`config.mk`:
```
export PLATFORM = sky130hd
export DESIGN_NAME = cp0
export DESIGN_NICKNAME = d
export VERILOG_FILES = /design/src/rtl/cp0.sv
export SDC_FILE = /design/constraint.sdc
export NUM_CORES = 1
export LEC_CHECK = 0
export ABC_AREA = 0
export CAP_MARGIN = 20
export CORE_MARGIN = 3
export CORE_UTILIZATION = 46
export DETAILED_ROUTE_END_ITERATION = 8
export HOLD_SLACK_MARGIN = 0.03
export PLACE_DENSITY = 0.86
export SYNTH_ARGS = -nofsm -noshare
export SYNTH_HDL_FRONTEND = slang
export SYNTH_SLANG_ARGS = --single-unit
export TNS_END_PERCENT = 5
```
`constraint.sdc`:
```
create_clock -name clk -period 3.8 [get_ports clk]
set_input_delay 0.76 -clock clk [delete_from_list [all_inputs] [get_ports clk]]
set_output_delay 0.76 -clock clk [all_outputs]
set_load 0.01 [all_outputs]
```
`src/rtl/cp0.sv`:
```
// CP0: system control coprocessor holding SR, Cause, EPC and PRId.
// Raises Req combinationally for enabled interrupts or synchronous exceptions,
// and records exception state on the edge the request is taken.
module cp0 (
   input  logic        clk,
   input  logic        reset,
   input  logic        en,
   input  logic [4:0]  CP0Add,
   input  logic [31:0] CP0In,
   input  logic [31:0] VPC,
   input  logic        BDIn,
   input  logic [4:0]  ExcCodeIn,
   input  logic [5:0]  HWInt,
   input  logic        EXLClr,
   output logic [31:0] CP0Out,
   output logic [31:0] EPCOut,
   output logic        Req
);

   localparam logic [4:0]  ADDR_SR    = 5'd12;
   localparam logic [4:0]  ADDR_CAUSE = 5'd13;
   localparam logic [4:0]  ADDR_EPC   = 5'd14;
   localparam logic [4:0]  ADDR_PRID  = 5'd15;
   localparam logic [31:0] PRID_VAL   = 32'h2024_0001;

   // SR fields
   logic [5:0]  im_q, im_d;
   logic        exl_q, exl_d;
   logic        ie_q, ie_d;
   // Cause fields
   logic        bd_q, bd_d;
   logic [5:0]  ip_q, ip_d;
   logic [4:0]  exc_q, exc_d;
   // EPC is word aligned, so only bits [31:2] are stored
   logic [29:0] epc_q, epc_d;

   logic        int_req;
   logic        exc_req;
   logic [31:0] epc_entry;
   logic [31:0] sr_rd;
   logic [31:0] cause_rd;
   logic [31:0] epc_rd;

   // Request generation; EXL masks everything while an exception is being handled
   always_comb begin
      int_req   = (|(HWInt & im_q)) && ie_q && !exl_q;
      exc_req   = (ExcCodeIn != 5'd0) && !exl_q;
      Req       = int_req || exc_req;
      // Modulo-2^32 subtraction backs up to the branch owning the delay slot
      epc_entry = BDIn ? (VPC - 32'd4) : VPC;
   end

   // Next-state: exception entry beats mtc0 writes and eret on the same edge
   always_comb begin
      im_d  = im_q;
      exl_d = exl_q;
      ie_d  = ie_q;
      bd_d  = bd_q;
      ip_d  = HWInt;
      exc_d = exc_q;
      epc_d = epc_q;
      if (Req) begin
         exl_d = 1'b1;
         exc_d = int_req ? 5'd0 : ExcCodeIn;
         bd_d  = BDIn;
         epc_d = epc_entry[31:2];
      end else begin
         if (EXLClr) begin
            exl_d = 1'b0;
         end
         if (en && (CP0Add == ADDR_SR)) begin
            im_d  = CP0In[15:10];
            ie_d  = CP0In[0];
            exl_d = EXLClr ? 1'b0 : CP0In[1];
         end
         if (en && (CP0Add == ADDR_EPC)) begin
            epc_d = CP0In[31:2];
         end
      end
   end

   // Register update with synchronous reset clearing SR, Cause and EPC
   always_ff @(posedge clk) begin
      if (reset) begin
         im_q  <= '0;
         exl_q <= 1'b0;
         ie_q  <= 1'b0;
         bd_q  <= 1'b0;
         ip_q  <= '0;
         exc_q <= '0;
         epc_q <= '0;
      end else begin
         im_q  <= im_d;
         exl_q <= exl_d;
         ie_q  <= ie_d;
         bd_q  <= bd_d;
         ip_q  <= ip_d;
         exc_q <= exc_d;
         epc_q <= epc_d;
      end
   end

   // Combinational mfc0 read of pre-edge state; unimplemented addresses read zero
   always_comb begin
      sr_rd    = {16'd0, im_q, 8'd0, exl_q, ie_q};
      cause_rd = {bd_q, 15'd0, ip_q, 3'd0, exc_q, 2'b00};
      epc_rd   = {epc_q, 2'b00};
      EPCOut   = epc_rd;
      case (CP0Add)
         ADDR_SR:    CP0Out = sr_rd;
         ADDR_CAUSE: CP0Out = cause_rd;
         ADDR_EPC:   CP0Out = epc_rd;
         ADDR_PRID:  CP0Out = PRID_VAL;
         default:    CP0Out = 32'h0;
      endcase
   end

endmodule

```
# Word level (Yosys, flattened, before mapping)
# Index checks and enable logic that the tools add are counted.
word_totals:
  register_bits: 50
  output_inout_bits: 65
classes:
  addsub: 1
  n_eq_ne: 4
  muxes: 9
  n_bitwise: 2
  reduce_logical: 12
op_table:
  columns: ["operator", "n"]
  rows:
  - ["case mux 32 bit (4 select lines)", 1]
  - ["2-to-1 mux 30 bit", 2]
  - ["2-to-1 mux 32 bit", 1]
  - ["subtractor 32 x 3 -> 32 bit, second input constant", 1]
  - ["equality test 5 x 4 -> 1 bit, second input constant", 4]
  - ["AND 6 bit", 1]
  - ["OR reduction 6 bit", 1]
  - ["logical AND 1 bit", 5]
  - ["2-to-1 mux 5 bit", 1]
  - ["nonzero test 5 bit", 1]
  - ["2-to-1 mux 1 bit", 4]
  - ["nonzero test 3 bit", 1]
  - ["AND reduction 2 bit", 1]
  - ["nonzero test 2 bit", 1]
  - ["zero test 1 bit", 1]
  - ["logical OR 1 bit", 1]
  - ["inverter 1 bit", 1]

# Longest topological paths before layout
# Gate-level depths: netlist of the first run.
logic_depth:
  depth_word: 7
  mapped_depth: 7

# Least setup slack after synthesis of the first run
# No wires, ideal clock.
synth_path:
  kind: "input port to output port"
  startpoint: "input CP0Add[4]"
  endpoint: "output CP0Out[18]"
  t_arrival_ns: 1.928
  required_ns: 3.040
  path_slack_ns: 1.112
  path_stages: 6
  cell_sequence: "and3b_1 -> buf_1 -> clkbuf_1 -> clkbuf_1 -> nand2_1 -> nor2_1"
synth_via:
  elab_chain_len: 2
  elab_cells_between_ends: 5
  cone_classes: "eq/ne (4); mux (1)"
synth_rtl:
  columns: ["element", "line", "source"]
  rows:
  - ["start: declaration", "8", "input logic [4:0] CP0Add,"]
  - ["equality test 5 x 4 -> 1 bit", "109", "case (CP0Add)"]
  - ["case mux 32 bit (4 select lines) *", "109", null]
  - ["end: declaration", "15", "output logic [31:0] CP0Out,"]
# Mark *: on every way between the ends. The rest lies on a longest branch, timed or not.

# Final worst setup path of the first run
layout_path:
  startpoint: "input CP0Add[0]"
  endpoint: "output CP0Out[0]"
# Same word-level chain as after synthesis.

==> results.sh, run 1 <==
export IMPL_hold_viol=0
export IMPL_slew_headroom=0.432
export IMPL_timing_final_ws_setup_ps=378
export IMPL_syn_to_final_growth_pct=46.0
export IMPL_critPathArrivalTime_ps=2660
export IMPL_grt_max_degree=45
export IMPL_synth_compound_area_frac=0.255
export IMPL_cts_root_buffer="clkbuf_8"
export IMPL_drv_cap=0
export IMPL_holdPathEnd="im_q[1]"
export IMPL_cpMostUsedCell="clkdlybuf4s50_1"
export IMPL_cts_sinks=50
export IMPL_p_leak_nw=1.85
export IMPL_worstMarginPinSlew_ps=851
export IMPL_p_sw_frac=0.304
export IMPL_reg2reg_slack_ps=1670
export IMPL_synth_top_family_by_area="simple AND/OR/NAND/NOR gates"
export IMPL_synth_warnings=0
export IMPL_grt_pass1_vias=3617
export IMPL_synth_mux_area_frac=0.0375
export IMPL_synthSimpleGateAreaFrac=0.324
export IMPL_grt_total_usage=0.272
export IMPL_ff2ff_path_depth=5
export IMPL_io_pins=150
export IMPL_cts_resized=0
export IMPL_post_route_period_util=0.901
export IMPL_synth_edf_count=0
export IMPL_drive_gt1_frac=0.0511
export IMPL_n_antenna_cell=0
export IMPL_synth_seq_cells=50
export IMPL_async_reset_ff_frac=0
export IMPL_synth_flop_cell="dfxtp_1"
export IMPL_hold_start="im_q[1]"
export IMPL_fmax_mhz=292
export IMPL_synth_most_common_cell="dfxtp_1"
export IMPL_remaining_drc_errors=0
export IMPL_cts_tree="yes"
export IMPL_hpwl_mm=9.50
export IMPL_r2r_start="im_q[0]"
export IMPL_htree_levels=2
export IMPL_place_gp_congestion=0.909
export IMPL_rows=31
export IMPL_ys_types=47
export IMPL_coreArea_mm2=0.00729
export IMPL_synth_seq_area_share=0.288
export IMPL_routedWlPerCell_um=18.4
export IMPL_critPathLaunchType="input port"
export IMPL_dieWidth_um=92.9
export IMPL_fin_crit_ps=3420
export IMPL_cts_buffers=5
export IMPL_synth_fa_ha_area_frac=0.00360
export IMPL_routed_wl_mm=12.2
export IMPL_initialDrtViolationCount=424
export IMPL_clock_power_share=0.239
export IMPL_powerDensity_mw_per_mm2=256
export IMPL_seqPwrFrac=0.462
export IMPL_crit_path_max_incr_delay_ps=580
export IMPL_synth_xor_area_frac=0.0277
export IMPL_ant_nets=0
export IMPL_grt_pass1_wl_mm=18.9
export IMPL_die_y_um=92.9
export IMPL_synth_area_per_cell_um2=7.77
export IMPL_intPower_mw=0.903
export IMPL_post_place_ws_ps=413
export IMPL_synth_cell_area_mm2=0.00347
export IMPL_synth_commonest_cells="dfxtp_1 (50), and3_1 (47), clkbuf_1 (42), nor2_1 (36), a21boi_0 (30)"
export IMPL_outcome="finished clean"
export IMPL_path_clk_slew_ps=90
export IMPL_synth_top_area_share=0.288
export IMPL_switching_power_mw=0.394
export IMPL_end_kind="output pin"
export IMPL_register_area_mm2=0.00100
export IMPL_grt_overflow=0
export IMPL_skew_ps=13.0
export IMPL_dr_pass1_iters=5
export IMPL_fill_cells=621
export IMPL_antenna_found_initial=0
export IMPL_cp_max_fo=8
export IMPL_multiInputGateArea_mm2=0.00228
export IMPL_hold_class="flip-flop to flip-flop"
export IMPL_port_buffers=145
export IMPL_critical_path_cell_chain="clkdlybuf4s50_1 -> buf_4 -> nor2_1 -> nand2_1 -> a21oi_1 -> clkdlybuf4s50_1"
export IMPL_whs_path_depth=2
export IMPL_rsz0062_at_grt="false"
export IMPL_post_cts_setup_buffers=0
export IMPL_crit_path_top_delay_cell="clkdlybuf4s50_1"
export IMPL_nNetsFinal=652
export IMPL_cts_hold_buf=0
export IMPL_tns_ps=0
export IMPL_insertion_delay_ps=310
export IMPL_num_vias=4003
export IMPL_peakVddDrop_mv=0.128
export IMPL_p_comb_frac=0.300
export IMPL_slew_viol_final=0
export IMPL_cts_buffer_depth=2
export IMPL_required_ps=3040
export IMPL_setup_viol=0
export IMPL_regToRegEndpoint="epc_q[27]"
export IMPL_critPathKind="input port to output pin"
export IMPL_syn_inst=447
export IMPL_synth_area_leaders="dfxtp_1 (29%), and3_1 (8.5%), a21boi_0 (6.5%), o41ai_1 (4.8%), clkbuf_1 (4.5%)"
export IMPL_yosysTopAreaCell="dfxtp_1"
export IMPL_start_util=0.476
export IMPL_die_area_mm2=0.00863
export IMPL_viasPerCell=6.01
sequential cells by signal, summed over array words and instances (netlist names):
signal / count
exl_q: 1
ie_q: 1
exc_q: 5
epc_q: 30
im_q: 6
bd_q: 1
ip_q: 6
final cells by class:
type                    count  share of cell area
well taps                  99              0.0244
repair buffers            159               0.307
clock inverters             2             0.00271
clock buffers               6              0.0143
flip-flops and latches     50               0.197
multi-input cells         344               0.450
inverters                   6             0.00444
power by group through the flow:
stage | Combinational, mW | Clock [mW] | Sequential (mW)
2_1_floorplan | 0.160 | 0 | 0.610
3_3_place_gp | 0.377 | 0 | 0.609
3_5_place_dp | 0.384 | 0 | 0.609
4_1_cts | 0.386 | 0.309 | 0.597
5_1_grt | 0.416 | 0.327 | 0.601
6_report | 0.389 | 0.310 | 0.599
layer usage:
layer,up-vias,part of all wire,wire [um],GRT usage
met3,18,0.089,1080,0.0406
met1,1832,0.42,5110,0.368
met4,0,0.018,225,0.0745
met2,214,0.48,5810,0.449
li1,1939,-,-,-
met5,-,0,0,0
through the flow:
stage	hold WS, ps	utilization	power, mW	instances	instance area [um^2]
final	483	0.695	1.30	666	5070
after global routing	521	0.695	1.34	666	5070
after CTS	483	0.695	1.29	666	5070
after detailed placement	464	0.683	0.994	658	4980
after global placement	458	0.683	0.985	658	4980
after floorplan	447	-	0.769	448	3480
critical path: cells and delay by family:
family / cells / cell delay (ps)
and+or+nand+nor: 2 / 370
buffers and inverters: 3 / 1380
AOI/OAI and AO/OA: 1 / 150
cells in the final DEF, fill, tap and decap left out, types with 2 or more instances in the layout:
master	netlist	final
a211oi_1	12	12
a21boi_0	30	30
a21oi_1	13	12
a22oi_1	9	9
a311oi_1	5	4
a31oi_1	15	15
and3_1	47	47
buf_4	2	14
clkbuf_8	0	5
clkdlybuf4s50_1	0	145
conb_1	1	2
dfxtp_1	50	50
inv_1	6	6
mux2i_1	13	13
nand2_1	26	26
nand3_1	5	5
nand3b_1	2	2
nand4_1	3	3
nor2_1	36	36
nor2b_1	8	8
nor3_1	8	8
nor3b_1	2	2
nor4_1	22	22
o21a_1	3	3
o21ai_0	3	3
o31ai_1	9	9
o41ai_1	19	19
or3_1	7	7
or3b_1	4	4
or4_1	13	13
or4b_1	4	4
xnor2_1	9	9
xor2_1	2	2
how the worst max path moves through the flow:
stage | start | end | slack (ps) | depth (start not counted)
4_1_cts | CP0Add[0] | CP0Out[0] | 390 | 6
2_1_floorplan | CP0Add[4] | CP0Out[18] | 1110 | 6
3_3_place_gp | CP0Add[2] | CP0Out[29] | 440 | 5
6_report | CP0Add[0] | CP0Out[0] | 380 | 6
3_5_place_dp | CP0Add[0] | CP0Out[0] | 410 | 6
5_1_grt | CP0Add[4] | CP0Out[29] | 250 | 5
cells by family (layout without fill, tap and decap cells):
family / count (synthesis) / in the layout
simple gates: 195 / 195
flops: 50 / 50
compound gates: 122 / 122
buf+inv: 54 / 173
fa+ha+maj: 1 / 1
xor+xnor: 11 / 11
other cells: 1 / 2
mux: 13 / 13
(Power assumes the default switching activity.)
==> run 2: changes to the inputs <==
- CORE_ASPECT_RATIO: not set -> 1.2
==> results.sh, run 2 (synthesis results as in run 1) <==
export IMPL_rsz0062_at_grt="false"
export IMPL_skew_ps=11.7
export IMPL_nNetsFinal=654
export IMPL_worstMarginPinSlew_ps=937
export IMPL_port_buffers=145
export IMPL_peakVddDrop_mv=0.185
export IMPL_hold_class="flip-flop to flip-flop"
export IMPL_regToRegEndpoint="ie_q"
export IMPL_tns_ps=0
export IMPL_largest_reg_flops=30
export IMPL_rows=34
export IMPL_cts_resized=0
export IMPL_start_util=0.477
export IMPL_htree_levels=2
export IMPL_die_area_mm2=0.00863
export IMPL_cts_buffer_depth=2
export IMPL_post_cts_setup_buffers=0
export IMPL_grt_pass1_wl_mm=19.9
export IMPL_slew_viol_final=0
export IMPL_crit_end="CP0Out[27]"
export IMPL_final_common_cell="clkdlybuf4s50_1"
export IMPL_path_depth=5
export IMPL_crit_path_top_delay_cell="clkdlybuf4s50_1"
export IMPL_layout_common_cells="clkdlybuf4s50_1 (145), dfxtp_1 (50), and3_1 (47)"
export IMPL_syn_to_final_growth_pct=47.2
export IMPL_drv_cap=0
export IMPL_fmax_mhz=294
export IMPL_io_pins=150
export IMPL_cts_hold_buf=0
export IMPL_dieWidth_um=85.3
export IMPL_post_route_period_util=0.896
export IMPL_viasPerCell=6.23
export IMPL_cts_buffers=5
export IMPL_cpMostUsedCell="clkdlybuf4s50_1"
export IMPL_coreArea_mm2=0.00727
export IMPL_ff2ff_path_depth=5
export IMPL_insertion_delay_ps=310
export IMPL_grt_max_degree=61
export IMPL_crit_path_max_incr_delay_ps=540
export IMPL_critical_path_cell_chain="clkdlybuf4s50_1 -> and3b_2 -> buf_12 -> and3_1 -> clkdlybuf4s50_1"
export IMPL_end_kind="output pin"
export IMPL_drive_gt1_frac=0.0562
export IMPL_routedWlPerCell_um=18.6
export IMPL_cts_tree="yes"
export IMPL_routed_wl_mm=12.3
export IMPL_cts_sinks=50
export IMPL_num_vias=4106
export IMPL_hpwl_mm=8.92
export IMPL_critPathLaunchType="input port"
export IMPL_remaining_drc_errors=0
export IMPL_r2r_start="im_q[0]"
export IMPL_outcome="finished clean"
export IMPL_powerDensity_mw_per_mm2=268
export IMPL_n_antenna_cell=0
export IMPL_p_total_mw=1.37
export IMPL_grt_total_usage=0.280
export IMPL_die_y_um=101
export IMPL_dr_pass1_iters=5
export IMPL_top_regs="epc_q: 30 flops, im_q: 6 flops, ip_q: 6 flops"
export IMPL_cts_root_buffer="clkbuf_8"
export IMPL_antenna_found_initial=0
export IMPL_path_clk_slew_ps=90
export IMPL_largest_register="epc_q"
export IMPL_place_gp_congestion=0.873
export IMPL_startpoint="CP0Add[2]"
export IMPL_critPathArrivalTime_ps=2650
export IMPL_slew_headroom=0.374
export IMPL_reg2reg_slack_ps=1620
export IMPL_crit_buf_inv=3
export IMPL_fin_crit_ps=3410
export IMPL_setup_viol=0
export IMPL_grt_overflow=0
export IMPL_cp_max_fo=34
export IMPL_ant_nets=0
export IMPL_hold_viol=0
export IMPL_grt_pass1_vias=3995
export IMPL_initialDrtViolationCount=311
export IMPL_critPathKind="input port to output pin"
export IMPL_cp_top_family="buffers and inverters"
export IMPL_p_leak_nw=1.88
export IMPL_required_ps=3040
## run 2: cell types whose count changed in the layout (fill, tap and decap cells not counted), sizes merged
cell / before / now
clkbuf: 6 / 5
clkinv: 2 / 1
inv: 6 / 7
buf: 14 / 16
bufinv: 0 / 1
## run 2: per-layer routing
layer | global-route usage | vias up | routed length (um)
li1 | - | 1941 | -
met1 | 0.358 | 1887 | 4760
met2 | 0.472 | 248 | 6070
met3 | 0.0366 | 30 | 1010
met4 | 0.122 | 0 | 411
met5 | 0 | - | 0
## run 2: how the worst min path moves through the flow
stage            start  cells past startpoint  slack [ps]  endpoint
2_1_floorplan  im_q[2]                      2         450   im_q[2]
3_3_place_gp   im_q[2]                      2         460   im_q[2]
3_5_place_dp   im_q[2]                      2         470   im_q[2]
4_1_cts        im_q[5]                      2         480   im_q[5]
5_1_grt        im_q[2]                      2         520   im_q[2]
6_report       im_q[5]                      2         480   im_q[5]
## run 2: per-stage QoR
step | worst slack [ps] | instances | hold slack (ps) | util | cell area [um^2]
2_1_floorplan | 1110 | 448 | 447 | - | 3480
3_3_place_gp | 455 | 651 | 457 | 0.687 | 5000
3_5_place_dp | 420 | 651 | 470 | 0.687 | 5000
4_1_cts | 395 | 659 | 483 | 0.703 | 5110
5_1_grt | 308 | 659 | 523 | 0.703 | 5110
6_report | 394 | 659 | 481 | 0.703 | 5110
## run 2: final cells by class
cell class | count | area (um^2)
clock inverter | 3 | 43.8
clock buffer | 5 | 68.8
timing repair buffer | 161 | 1580
inverter | 6 | 22.5
multi-input combinational | 344 | 2280
sequential | 50 | 1000
tap | 90 | 113
fill | 580 | 2160
## run 2: tightest hold or removal path, stage by stage (launching register included)
cell and delay [ps]:
dfxtp_1 330, nand2_1 60, mux2i_1 50
## run 2: report_power, final
part	leakage [nW]	internal (mW)	switching [mW]
Clock	0.0585	0.198	0.188
Sequential	0.414	0.564	0.0292
Combinational	1.41	0.212	0.182
==> run 3: changes to the inputs <==
- ABC_CLOCK_PERIOD_IN_PS: not set -> 3800
- PLACE_DENSITY: 0.86 -> not set
- PLACE_DENSITY_LB_ADDON: not set -> 0.05
==> results.sh, run 3 (synthesis results as in run 1) <==
export IMPL_outcome="finished clean"
export IMPL_end_kind="output pin"
export IMPL_insertion_delay_ps=310
export IMPL_path_clk_slew_ps=90
export IMPL_num_vias=3982
export IMPL_grt_total_usage=0.272
export IMPL_ant_nets=0
export IMPL_post_route_period_util=0.917
export IMPL_grt_max_degree=61
export IMPL_drv_cap=0
export IMPL_critPathLaunchType="input port"
export IMPL_cts_buffers=5
export IMPL_p_leak_nw=1.89
export IMPL_rows=34
export IMPL_crit_buf_inv=3
export IMPL_cts_buffer_depth=2
export IMPL_start_util=0.477
export IMPL_final_common_cell="clkdlybuf4s50_1"
export IMPL_cpMostUsedCell="clkdlybuf4s50_1"
export IMPL_largest_register="epc_q"
export IMPL_intPower_mw=0.973
export IMPL_critPathArrivalTime_ps=2730
export IMPL_hold_viol=0
export IMPL_slew_viol_final=0
export IMPL_whs_path_depth=2
export IMPL_required_ps=3040
export IMPL_initialDrtViolationCount=260
export IMPL_dp_cells=655
export IMPL_utilization=0.706
export IMPL_clock_power_share=0.279
export IMPL_port_buffers=145
export IMPL_coreArea_mm2=0.00727
export IMPL_hpwl_mm=8.93
export IMPL_largest_reg_flops=30
export IMPL_powerDensity_mw_per_mm2=266
export IMPL_seqPwrFrac=0.434
export IMPL_syn_to_final_growth_pct=47.8
export IMPL_die_y_um=101
export IMPL_ff2ff_path_depth=5
export IMPL_drive_gt1_frac=0.0611
export IMPL_antenna_found_initial=0
export IMPL_grt_pass1_vias=3702
export IMPL_critPathKind="input port to output pin"
export IMPL_peakVddDrop_mv=0.223
export IMPL_cts_resized=0
export IMPL_viasPerCell=6.01
export IMPL_skew_ps=5.78
export IMPL_nNetsFinal=658
export IMPL_remaining_drc_errors=0
export IMPL_grt_pass1_wl_mm=19.0
export IMPL_layout_common_cells="clkdlybuf4s50_1 (145), dfxtp_1 (50), and3_1 (47)"
export IMPL_cp_top_family="buffers and inverters"
export IMPL_post_cts_setup_buffers=0
export IMPL_io_pins=150
export IMPL_critical_path_cell_chain="clkdlybuf4s50_1 -> and3b_2 -> buf_4 -> and3_1 -> clkdlybuf4s50_1"
export IMPL_path_depth=5
export IMPL_tns_ps=0
export IMPL_n_antenna_cell=0
export IMPL_place_gp_congestion=0.935
export IMPL_p_comb_frac=0.287
export IMPL_top_regs="epc_q: 30 flops, im_q: 6 flops, ip_q: 6 flops"
export IMPL_p_total_mw=1.37
export IMPL_cts_hold_buf=0
export IMPL_die_area_mm2=0.00863
export IMPL_slew_headroom=0.369
export IMPL_hold_class="flip-flop to flip-flop"
export IMPL_routed_wl_mm=12.0
export IMPL_fin_cells=663
export IMPL_routedWlPerCell_um=18.1
export IMPL_dieWidth_um=85.3
export IMPL_cts_root_buffer="clkbuf_8"
export IMPL_worstMarginPinSlew_ps=945
export IMPL_crit_path_max_incr_delay_ps=530
export IMPL_dr_pass1_iters=4
export IMPL_cts_sinks=50
export IMPL_cts_tree="yes"
export IMPL_whs_ps=485
export IMPL_crit_path_top_delay_cell="clkdlybuf4s50_1"
export IMPL_cp_max_fo=24
export IMPL_fin_crit_ps=3490
export IMPL_htree_levels=2
export IMPL_grt_overflow=0
export IMPL_switching_power_mw=0.395
export IMPL_rsz0062_at_grt="false"
export IMPL_setup_viol=0
export IMPL_fmax_mhz=287
export IMPL_p_sw_frac=0.289
-- run 3: stage by stage --
step                worst slack (ps)  area, um^2
floorplan                       1110        3480
global placement                 361        5020
detailed placement               345        5020
CTS                              339        5130
global route                     228        5130
finish                           314        5130
-- run 3: tightest hold or removal path: cells and delay by family, from the launching register on --
family | cells | cell delay, ps
muxes | 1 | 50
and+or+nand+nor | 1 | 60
DFF | 1 | 330
-- run 3: area by class of cell --
class,instances,area [um^2]
clock buffer,6,72.6
clock inverter,2,37.5
fill,619,2140
inverter,6,22.5
multi-input combinational,344,2290
sequential,50,1000
tap,90,113
timing repair buffer,165,1600
-- run 3: worst paths after layout --
path	from	to	slack (ps)
worst max register to register	im_q[3]	im_q[2]	1620
worst min register to register	im_q[1]	im_q[1]	480
worst max-delay path	CP0Add[4]	CP0Out[24]	310
worst min-delay path	im_q[1]	im_q[1]	480
-- run 3: power groups by stage --
stage | Combinational, mW | Clock, mW | Sequential, mW
2_1_floorplan | 0.160 | 0 | 0.610
6_report | 0.392 | 0.382 | 0.593
4_1_cts | 0.390 | 0.387 | 0.593
3_5_place_dp | 0.389 | 0 | 0.605
3_3_place_gp | 0.382 | 0 | 0.605
5_1_grt | 0.422 | 0.407 | 0.599
-- run 3: metal layers --
layer / track usage / share of wire
met1: 0.372 / 0.43
met5: 0 / 0
met2: 0.441 / 0.48
met4: 0.0889 / 0.022
met3: 0.0382 / 0.062
